**src/rtl/muldiv_unit.sv**
```systemverilog
// muldiv_unit: iterative RV32M multiply/divide unit (shift-add multiplier, restoring divider)
module muldiv_unit #(
  parameter int WIDTH = 32
) (
  input  logic             clk,
  input  logic             rst,
  input  logic             start,
  input  logic             flush,
  input  logic [2:0]       funct3,
  input  logic [WIDTH-1:0] srcA,
  input  logic [WIDTH-1:0] srcB,
  output logic             busy,
  output logic             done,
  output logic [WIDTH-1:0] result
);
  localparam int CNT_W = $clog2(WIDTH + 1);
  typedef enum logic [1:0] {IDLE, CALC, FINISH} state_t;
  state_t state, state_n;
  logic [2:0] op;
  logic [WIDTH-1:0] opd;
  logic [2*WIDTH-1:0] acc, acc_step, prod;
  logic [CNT_W-1:0] cnt;
  logic neg_q, neg_r;
  logic sa, sb, na, nb, div_zero, ovf, fast, accept;
  logic [WIDTH-1:0] mag_a, mag_b, quo, rm, res_n;
  logic [WIDTH:0] msum, shifted, diff;
  assign sa = funct3[2] ? ~funct3[0] : (funct3[1:0] != 2'b11);
  assign sb = funct3[2] ? ~funct3[0] : ~funct3[1];
  assign na = sa & srcA[WIDTH-1];
  assign nb = sb & srcB[WIDTH-1];
  assign mag_a = na ? -srcA : srcA;
  assign mag_b = nb ? -srcB : srcB;
  assign div_zero = funct3[2] && (srcB == '0);
  assign ovf = funct3[2] && !funct3[0] && (srcA == {1'b1, {(WIDTH-1){1'b0}}}) && (srcB == {WIDTH{1'b1}});
  assign fast = div_zero | ovf;
  assign accept = (state == IDLE) && start && !flush;
  assign busy = (state != IDLE);
  // Multiplier adds the multiplicand into the high half; divider trial-subtracts the divisor.
  assign msum = {1'b0, acc[2*WIDTH-1:WIDTH]} + (acc[0] ? {1'b0, opd} : '0);
  assign shifted = {acc[2*WIDTH-1:WIDTH], acc[WIDTH-1]};
  assign diff = shifted - {1'b0, opd};
  assign acc_step = op[2] ? {diff[WIDTH] ? shifted[WIDTH-1:0] : diff[WIDTH-1:0], acc[WIDTH-2:0], ~diff[WIDTH]}
                          : {msum, acc[WIDTH-1:1]};
  // Sign correction: product/quotient take signA^signB, remainder takes signA.
  assign prod = neg_q ? -acc : acc;
  assign quo = neg_q ? -acc[WIDTH-1:0] : acc[WIDTH-1:0];
  assign rm = neg_r ? -acc[2*WIDTH-1:WIDTH] : acc[2*WIDTH-1:WIDTH];
  assign res_n = op[2] ? (op[1] ? rm : quo) : (op[1:0] == 2'b00 ? prod[WIDTH-1:0] : prod[2*WIDTH-1:WIDTH]);
  // State register.
  always_ff @(posedge clk or posedge rst)
    if (rst) state <= IDLE;
    else state <= state_n;
  // Next-state: fast-path divides skip CALC; flush aborts any in-flight op.
  always_comb begin
    state_n = IDLE;
    case (state)
      IDLE:    state_n = accept ? (fast ? FINISH : CALC) : IDLE;
      CALC:    state_n = flush ? IDLE : (cnt == CNT_W'(1) ? FINISH : CALC);
      default: state_n = IDLE;
    endcase
  end
  // Datapath: latch magnitudes on accept, iterate in CALC, register result in FINISH.
  always_ff @(posedge clk or posedge rst)
    if (rst) begin
      op <= '0;
      opd <= '0;
      acc <= '0;
      cnt <= '0;
      neg_q <= 1'b0;
      neg_r <= 1'b0;
      done <= 1'b0;
      result <= '0;
    end else begin
      done <= (state == FINISH) && !flush;
      if (state == FINISH && !flush) result <= res_n;
      if (accept) begin
        op <= funct3;
        cnt <= CNT_W'(WIDTH);
        opd <= funct3[2] ? mag_b : mag_a;
        acc <= div_zero ? {srcA, {WIDTH{1'b1}}} : ovf ? {{WIDTH{1'b0}}, srcA} : {{WIDTH{1'b0}}, funct3[2] ? mag_a : mag_b};
        neg_q <= !fast && (na ^ nb);
        neg_r <= !fast && na;
      end else if (state == CALC) begin
        acc <= acc_step;
        cnt <= cnt - 1'b1;
      end
    end
endmodule

```
**config.mk**
```make
export PLATFORM = sky130hd
export DESIGN_NAME = muldiv_unit
export DESIGN_NICKNAME = d
export VERILOG_FILES = /design/src/rtl/muldiv_unit.sv
export SDC_FILE = /design/constraint.sdc
export NUM_CORES = 1
export LEC_CHECK = 0
export BUFFER_PORTS_ARGS = -buffer_cell sky130_fd_sc_hd__buf_2
export CORE_MARGIN = 8
export CORE_UTILIZATION = 60
export DETAILED_ROUTE_END_ITERATION = 8
export GPL_TIMING_DRIVEN = 0
export PLACE_DENSITY = 0.82
export SYNTH_ARGS = -nofsm -noshare
export SYNTH_HDL_FRONTEND = slang
export SYNTH_SLANG_ARGS = --single-unit
```
**constraint.sdc**
```tcl
create_clock -name clk -period 7.2 [get_ports clk]
set_clock_uncertainty 0.2 [all_clocks]
set_input_delay 1.08 -clock clk [delete_from_list [all_inputs] [get_ports clk]]
set_output_delay 1.08 -clock clk [all_outputs]
set_load 0.1 [all_outputs]
```
-- Yosys cells after proc, flatten, opt, wreduce, memory -nomap -nowiden
Cells that the tools add are included.
- input port bits: 71
- register bits after elaboration: 142
- output and inout bits: 34
- equality and inequality tests: 6
- $add $sub $neg: 8
- bitwise gates (word level): 7
- muxes and demuxes: 26
- reductions and logical operators: 17
- operator list (cell ; number):
    $mux W32 ; 12
    $mux W64 ; 5
    $neg A32 Y32 ; 4
    $eq A32 B32 Y1 const B ; 2
    $neg A64 Y64 ; 1
    $add A32 B32 Y33 ; 1
    $sub A33 B32 Y33 ; 1
    $logic_not A32 Y1 ; 1
    $mux W6 ; 2
    $logic_and A1 B1 Y1 ; 9
    $mux W2 ; 4
    $eq A6 B1 Y1 const B ; 1
    $sub A6 B1 Y6 const B ; 1
    $logic_not A2 Y1 ; 2
    $pmux W2 S2 ; 1
    $reduce_bool A2 Y1 ; 2
    $logic_not A1 Y1 ; 3
    $not A1 Y1 ; 3
    $and A1 B1 Y1 ; 2
    $eq A2 B1 Y1 const B ; 1
    $eq A2 B2 Y1 const B ; 1
    $mux W1 ; 2
    $ne A2 B2 Y1 const B ; 1
    $or A1 B1 Y1 ; 1
    $xor A1 B1 Y1 ; 1

-- Depth between registers and ports, before layout
Gate-level depths: netlist of run 1.
- word-level depth: 8
- gate-level depth with buffers: 16
- mapped depth without buffers: 13

-- Worst setup path after synthesis of run 1
OpenSTA, ideal clock, no wires.
- path type: input -> register
- from: input srcB[1]
- to: register acc[34]
- data arrival time: 3.709 ns
- buffers on the path: 2
- cell stages on the path: 12
- slack: 3.198 ns
- cell sequence: inv_1 > ha_1 > or3b_2 > or3_1 > or3_1 > nor4_2 > inv_2 > nor3_2 > buf_2 > buf_6 > a21oi_1 > a211oi_1
- word-level cells in the longest chain between the ends: 4
- RTL lines (item ; RTL line ; source):
    start: declaration ; 11 ; input logic [WIDTH-1:0] srcB,
    $logic_not A32 Y1 ; 33 ; assign div_zero = funct3[2] && (srcB == '0);
    $logic_and A1 B1 Y1 ; 33 ;
    $mux W64 ; 80 ; acc <= div_zero ? {srcA, {WIDTH{1'b1}}} : ovf ? {{WIDTH{1'b0}}, srcA} : {{WIDTH{1'b0}}, funct3[2] ? mag_a : ma ...
    $mux W64 ; 76 ; if (accept) begin
    end signal: assignment ; 80 ;
    end signal: assignment ; 84 ; acc <= acc_step;
    end: declaration ; 21 ; logic [2*WIDTH-1:0] acc, acc_step, prod;
No other way between the ends.
A chain may end at the register's enable or synchronous reset.

-- Worst setup path after layout of run 1
- from: register acc[32]
- to: register acc[50]
- word-level cells in the longest chain between the ends: 5
- elaborated cells between the ends (all ways): 6
- classes of those cells: 2 x add/sub; 4 x mux
- RTL lines (item ; RTL line ; source):
    $sub A33 B32 Y33 ; 41 ; assign diff = shifted - {1'b0, opd};
    $mux W32 ; 42 ; assign acc_step = op[2] ? {diff[WIDTH] ? shifted[WIDTH-1:0] : diff[WIDTH-1:0], acc[WIDTH-2:0], ~diff[WIDTH]}
    $mux W64 (*) ; 42 ;
    $mux W64 (*) ; 83 ; end else if (state == CALC) begin
    $mux W64 (*) ; 76 ;
Mark *: on every way between the ends. The rest lies on a longest branch, timed or not. The select of a mux whose other input is x is not followed.

==> flow_summary.toml, run 1 <==
[sta]
final.hold.worst_slack_ns = 0.275
worstMarginPinSlew_ns = 1.38
setup-tns-final_ns = 0
achievable-frequency_mhz = 179
worst_slack_ns = 1.60
slew-limit-headroom_pct = 8.09
timing.final.crit_period_ns = 5.60
final-hold-violation-count = 0
setup_repair_after_global_routing_missed_its_margin = "no"
report.final.setup_viol = 0
fin_crit_sh_pct = 77.8
final-max-slew-violation-count = 0

[synthesis]
ys_seq_area_share_pct = 24.2
synth_area_mm2 = 0.0147
synthesis.nets = 2129
synth.lib_cells_used.distinct = 76
synth.top_cells.by_area = "sky130_fd_sc_hd__dfrtp_1 24%, sky130_fd_sc_hd__o21ai_0 8.4%, sky130_fd_sc_hd__xnor2_1 6.7%"
ys_dominant_reg_cell = "sky130_fd_sc_hd__dfrtp_1"
syn-mean-instance-area_um2 = 7.40
number_of_enable_type_register_cells_in_the_synthesized_netlist = 0
synthCells = 1985
asyncSetResetFlopFracSynth_pct = 100
yosysTopAreaCell = "sky130_fd_sc_hd__dfrtp_1"
synth_top_cell_area_share_pct = 24.2
synth_seq_cells = 142
yosys_warnings = 0

[setup_path]
cp_slowest_cell = "sky130_fd_sc_hd__buf_1"
cp_slowest_stage_delay_ns = 0.67
worstPathCellList = "inv_1 -> fa_1 -> nand2b_1 -> a211oi_1 -> o21ai_0 -> a31oi_1 -> a22oi_1 -> a21oi_1 -> o21ba_2 -> buf_2 -> buf_2 -> buf_1 -> mux2i_1 -> a21oi_1"
r2r-start = "acc[32]"
worstSetupPathType = "flop to flop"
timing.critical_path.buf_inv = 4
cp_max_fo = 10
reg2reg_setup_slack_ns = 1.60
worst-endpoint-arrival_ns = 5.70
r2r.worst_path.cells = 14
path_delay_family = "compound AO/OA/AOI/OAI gates"
cp-end-kind = "flop"
timing.critical_path.from_type = "flop"
worst_r2r_endpoint = "acc[50]"
worstPathRequired_ns = 7.31

[pwr]
power_leakage_nw = 6.85
power_density_mw_per_mm2 = 447
total_power_mw = 7.27
power.ir.vdd_worst_v = 0.000226

[routing]
num_vias = 16795
detailedRoute.firstPassIterationCount = 7
detailed_route_vias_per_instance = 6.86
drc = 0
antenna_left = 0
drt_first_iter_violations = 2742
routedWlPerCell_um = 25.2
wl_um = 61600

[clocking]
tritoncts_clock_tree = "built"
clk_latency_ns = 0.45
cts-hold-fix-buffers = 0
cts.repair_timing.setup_buffer_count = 0
ctsLongestPathBuffers = 2
post_cts_resized = 0
clkTransAtPathRegs_ns = 0.08
cts_htree_levels = 4
cts-buffers-inserted = 17
numClockSinks = 142
cts-root-buf = "sky130_fd_sc_hd__clkbuf_16"

[flow_run]
drv.max_cap_violation_count = 0

[final_layout]
area_occupied_by_multi_input_gates_mm2 = 0.0103
layout-area-overhead-vs-synth_pct = 10.8
final_area_mm2 = 0.0163
antenna_diode_count = 0
post_route_cells_drive_above_1_share_pct = 9.00
fill_cells = 2048
layout.area.seq_mm2 = 0.00355
nets = 2254

[global_route]
combined_global_route_utilization_of_all_metal_layers_pct = 40.0
antenna_found_initial = 1
first_global_vias = 15595
gr-total-overflow = 0
largest_net_degree_at_the_start_of_global_routing = 73
wire_length_of_the_first_global_routing_pass_um = 93200

[die]
num_io_pins = 105
die_y_um = 173
horiz_die_dim_um = 173
initial_utilization_pct = 60.8
die_area_mm2 = 0.0298
floorplan.rows = 57
core_region_area_mm2 = 0.0242

[place]
port_buffers = 104
placed_cell_area_mm2 = 0.0157
place.detailed.hpwl_um = 48100
preCtsSetupSlack_ns = 1.87
gp_congestion = 1.05

[hold_path]
worst_hold_path_type = "flop to flop"
timing.hold.worst_endpoint = "result[1]"
worst_hold_path_cell_count = 2
hp-start = "result[1]"

[run_status]
run_status = "finished clean"
cell usage in the layout, fill, tap and decap left out, drive strengths merged, types with 10 or more instances in the layout:
cell type,synthesis,layout
xor2,80,80
o21a,12,12
mux2i,50,50
inv,76,83
or3,26,26
o22ai,16,16
a22o,16,16
a21o,32,32
a21oi,147,147
dfrtp,142,142
nand2b,16,16
a222oi,15,15
a31oi,19,19
nor2,181,181
clkbuf,103,120
o21ai,264,264
a211oi,16,16
a22oi,15,15
nor3,35,35
xnor2,113,113
and2,10,10
mux2,12,12
nand2,236,236
or4,22,22
buf,32,138
nand4,17,17
o211ai,23,23
nand3,30,30
o41ai,13,13
nor4,13,13
a221oi,11,11
ha,71,71
o31ai,37,37
or2,13,13
per-stage QoR:
step / utilization, % / std cells
finish: 67.3 / 2447
global route: 67.3 / 2447
CTS: 67.3 / 2447
detailed placement: 64.8 / 2415
global placement: 64.6 / 2413
floorplan: - / 1985
sequential cells by signal, summed over array words and instances, names as in the netlist, 2 cells and up:
signal and flops:
result 32, op 3, acc 64, cnt 6, opd 32, state 2
synthesized netlist by cell type, types with 8 or more instances:
master / number
sky130_fd_sc_hd__nand4_1: 17
sky130_fd_sc_hd__o21ai_1: 17
sky130_fd_sc_hd__nor2b_1: 8
sky130_fd_sc_hd__buf_1: 22
sky130_fd_sc_hd__xor2_1: 80
sky130_fd_sc_hd__nor3_1: 34
sky130_fd_sc_hd__o22ai_1: 16
sky130_fd_sc_hd__a31oi_1: 19
sky130_fd_sc_hd__or4_1: 19
sky130_fd_sc_hd__a22oi_1: 15
sky130_fd_sc_hd__o21ai_0: 247
sky130_fd_sc_hd__nand2b_1: 15
sky130_fd_sc_hd__or3_1: 24
sky130_fd_sc_hd__a222oi_1: 15
sky130_fd_sc_hd__nor4_1: 11
sky130_fd_sc_hd__inv_1: 75
sky130_fd_sc_hd__a211oi_1: 16
sky130_fd_sc_hd__nand3_1: 30
sky130_fd_sc_hd__xnor2_1: 113
sky130_fd_sc_hd__o41ai_1: 12
sky130_fd_sc_hd__and2_1: 10
sky130_fd_sc_hd__buf_2: 8
sky130_fd_sc_hd__o31ai_1: 35
sky130_fd_sc_hd__mux2i_1: 50
sky130_fd_sc_hd__nor2_1: 181
sky130_fd_sc_hd__mux2_2: 12
sky130_fd_sc_hd__o211ai_1: 23
sky130_fd_sc_hd__clkbuf_1: 101
sky130_fd_sc_hd__or2_2: 9
sky130_fd_sc_hd__ha_1: 71
sky130_fd_sc_hd__a21o_1: 32
sky130_fd_sc_hd__a21oi_1: 147
sky130_fd_sc_hd__dfrtp_1: 142
sky130_fd_sc_hd__o21a_1: 12
sky130_fd_sc_hd__nand2_1: 236
sky130_fd_sc_hd__a22o_1: 16
sky130_fd_sc_hd__a221oi_1: 11
final cells by class:
class                   instances  share of cell area (%)
plain buffers                 135                    3.28
clock buffers                  17                    2.61
multi-input cells            1632                    63.5
clock inverters                15                    1.13
repair buffers                106                    3.41
well taps                     324                    2.49
flip-flops and latches        142                    21.8
inverters                      76                    1.78
report_power, final:
group | switching (mW) | internal [mW] | leakage (nW) | total, mW
clock network | 0.472 | 0.472 | 0.297 | 0.944
logic | 3.15 | 1.77 | 4.79 | 4.92
registers | 0.367 | 1.04 | 1.76 | 1.41
total | 3.99 | 3.28 | 6.85 | 7.27
worst max path at each step:
stage                     endpoint  cells after the start  startpoint
after floorplan             acc[0]                      1         rst
after global placement      cnt[1]                      2         rst
after detailed placement   acc[43]                     13     srcB[0]
after CTS                  acc[50]                     14     acc[32]
after global routing       acc[57]                     14     acc[32]
final                      acc[50]                     14     acc[32]
kinds of logic after synthesis:
logic type / Yosys count / synth area share [%]
compound gates: 677 / 28.3
flops: 142 / 24.2
fa+ha+maj: 73 / 6.32
simple gates: 627 / 19.8
mux: 62 / 4.32
xor+xnor: 193 / 11.5
buf+inv: 211 / 5.58
layer usage:
layer	track usage (%)	share of wire, %	vias to the layer above
li1	-	-	7424
met1	52.8	39	7790
met2	57.8	41	1336
met3	11.1	14	243
met4	22.5	6.1	2
met5	0	0.016	-
tightest hold or removal path: cells and delay by family, from the launching register on:
| family | cells | cell delay [ns] |
|---|---|---|
| DFF | 1 | 0.34 |
| AOI/OAI and AO/OA | 1 | 0.06 |
| and+or+nand+nor | 1 | 0.04 |
Note: power is estimated with default switching activity, not from simulation.
==> run 2: changes to the inputs <==
- CORE_UTILIZATION: 60 -> 57
- clock period: 7.2 -> 4.6 ns (I/O delays scaled with it)
==> flow_summary.toml, run 2 (same netlist as run 1, synthesis figures left out) <==
[run_status]
run_status = "finished clean"

[clocking]
cts-buffers-inserted = 17
post_cts_resized = 7
ctsLongestPathBuffers = 2
cts-hold-fix-buffers = 0
cts.repair_timing.setup_buffer_count = 0
cts-root-buf = "sky130_fd_sc_hd__clkbuf_16"
tritoncts_clock_tree = "built"
cts_htree_levels = 4
clkTransAtPathRegs_ns = 0.08
clk_latency_ns = 0.46
numClockSinks = 142

[die]
core_region_area_mm2 = 0.0253
die_y_um = 177
num_io_pins = 105
initial_utilization_pct = 58.2
floorplan.rows = 58
horiz_die_dim_um = 177
die_area_mm2 = 0.0312

[final_layout]
final_cells = 2455
fill_cells = 2269
layout.cells.most_common = "sky130_fd_sc_hd__o21ai_0"
final_area_mm2 = 0.0164
layout.cells.most_common_list = "245 x sky130_fd_sc_hd__o21ai_0, 236 x sky130_fd_sc_hd__nand2_1, 181 x sky130_fd_sc_hd__nor2_1"
regMostFlops = "acc"
post_route_cells_drive_above_1_share_pct = 9.65
nets = 2256
layout.area.seq_mm2 = 0.00355
layout_top_registers = "acc: 64 flops, opd: 32 flops, result: 32 flops"
antenna_diode_count = 0
largest_reg_flops = 64
layout-area-overhead-vs-synth_pct = 11.6
area_occupied_by_multi_input_gates_mm2 = 0.0104

[global_route]
wire_length_of_the_first_global_routing_pass_um = 93600
antenna_found_initial = 0
largest_net_degree_at_the_start_of_global_routing = 43
first_global_vias = 15642
gr-total-overflow = 0
combined_global_route_utilization_of_all_metal_layers_pct = 39.2

[setup_path]
cp_max_fo = 10
reg2reg_setup_slack_ns = 0.17
r2r-start = "acc[31]"
worst_r2r_endpoint = "acc[42]"
cp-end-kind = "flop"
timing.critical_path.from_type = "flop"
worst-endpoint-arrival_ns = 4.50
r2r.worst_path.cells = 14
worstPathRequired_ns = 4.67
worstSetupPathType = "flop to flop"
crit_end = "acc[42]"
launching_instance_or_port_of_the_critical_path = "acc[31]"

[sta]
final-hold-violation-count = 0
setup-tns-final_ns = 0
timing.final.crit_period_ns = 4.43
final-max-slew-violation-count = 0
worst_slack_ns = 0.174
fin_crit_sh_pct = 96.2
report.final.setup_viol = 0
achievable-frequency_mhz = 226
setup_repair_after_global_routing_missed_its_margin = "no"
worstMarginPinSlew_ns = 1.07
slew-limit-headroom_pct = 28.4

[pwr]
power.ir.vdd_worst_v = 0.000457
power_leakage_nw = 6.89
power_density_mw_per_mm2 = 700

[hold_path]
worst_hold_path_type = "input port to async pin"

[place]
placed_cell_area_mm2 = 0.0157
preCtsSetupSlack_ns = -0.644
gp_congestion = 1.06
place.detailed.hpwl_um = 49400
dp_cells = 2423
port_buffers = 104

[routing]
antenna_left = 0
routedWlPerCell_um = 25.6
detailedRoute.firstPassIterationCount = 8
drc = 0
num_vias = 16709
drt_first_iter_violations = 2420
detailed_route_vias_per_instance = 6.81
wl_um = 62800

[flow_run]
drv.max_cap_violation_count = 0
## run 2: changes by cell type in the layout (fill, tap and decap cells not counted), sizes merged
cell      previous run  this run
clkbuf             120       124
buf                138       136
inv                 83        81
clkinv               8         9
clkinvlp             0         1
## run 2: worst max-delay path, stage by stage, from the launching register on
cell and delay [ns]:
sky130_fd_sc_hd__dfrtp_1 0.44, sky130_fd_sc_hd__inv_1 0.14, sky130_fd_sc_hd__ha_1 0.25, sky130_fd_sc_hd__fa_1 0.40, sky130_fd_sc_hd__nand2b_1 0.26, sky130_fd_sc_hd__a211oi_4 0.32, sky130_fd_sc_hd__o21ai_0 0.19, sky130_fd_sc_hd__a31oi_2 0.32
sky130_fd_sc_hd__a22oi_1 0.21, sky130_fd_sc_hd__a21oi_1 0.25, sky130_fd_sc_hd__o21ba_2 0.17, sky130_fd_sc_hd__clkbuf_4 0.25, sky130_fd_sc_hd__mux2_2 0.36, sky130_fd_sc_hd__a222oi_1 0.32, sky130_fd_sc_hd__a21oi_1 0.16
## run 2: stage by stage
| stage | utilization, % | hold WS [ns] | total power, mW |
|---|---|---|---|
| after floorplan | - | 0.250 | 7.37 |
| after global placement | 61.9 | 0.258 | 9.32 |
| after detailed placement | 62.2 | 0.265 | 9.49 |
| after CTS | 64.7 | 0.108 | 11.0 |
| after global routing | 64.9 | 0.124 | 12.0 |
| final | 64.9 | 0.0980 | 11.5 |
## run 2: routing by layer
metal  part of all wire (%)  vias to the layer above  global-route usage (%)
met5                      0                        -                       0
met4                    6.0                        0                    21.4
met3                     14                      206                    10.1
met2                     42                     1280                    57.6
met1                     39                     7797                    52.0
li1                       -                     7426                       -
## run 2: layout make-up
cell class | count | share of cell area [%]
Clock buffer | 17 | 2.59
Clock inverter | 15 | 1.14
Inverter | 76 | 1.76
Buffer | 135 | 3.36
Sequential cell | 142 | 21.7
Tap cell | 330 | 2.52
Multi-Input combinational cell | 1632 | 63.4
Timing Repair Buffer | 108 | 3.59
## run 2: worst min-delay path by stage
| stage | from | endpoint | slack [ns] | depth (start not counted) |
|---|---|---|---|---|
| after floorplan | opd[10] | opd[10] | 0.25 | 2 |
| after global placement | result[31] | result[31] | 0.26 | 2 |
| after detailed placement | result[18] | result[18] | 0.26 | 2 |
| after CTS | rst | acc[42] | 0.11 | 2 |
| after global routing | rst | acc[42] | 0.12 | 2 |
| final | rst | acc[42] | 0.1 | 2 |
## run 2: power breakdown
| group | switching [mW] | internal, mW | total, mW |
|---|---|---|---|
| sequential | 0.569 | 1.63 | 2.20 |
| combinational | 4.97 | 2.81 | 7.79 |
| clock | 0.742 | 0.739 | 1.48 |
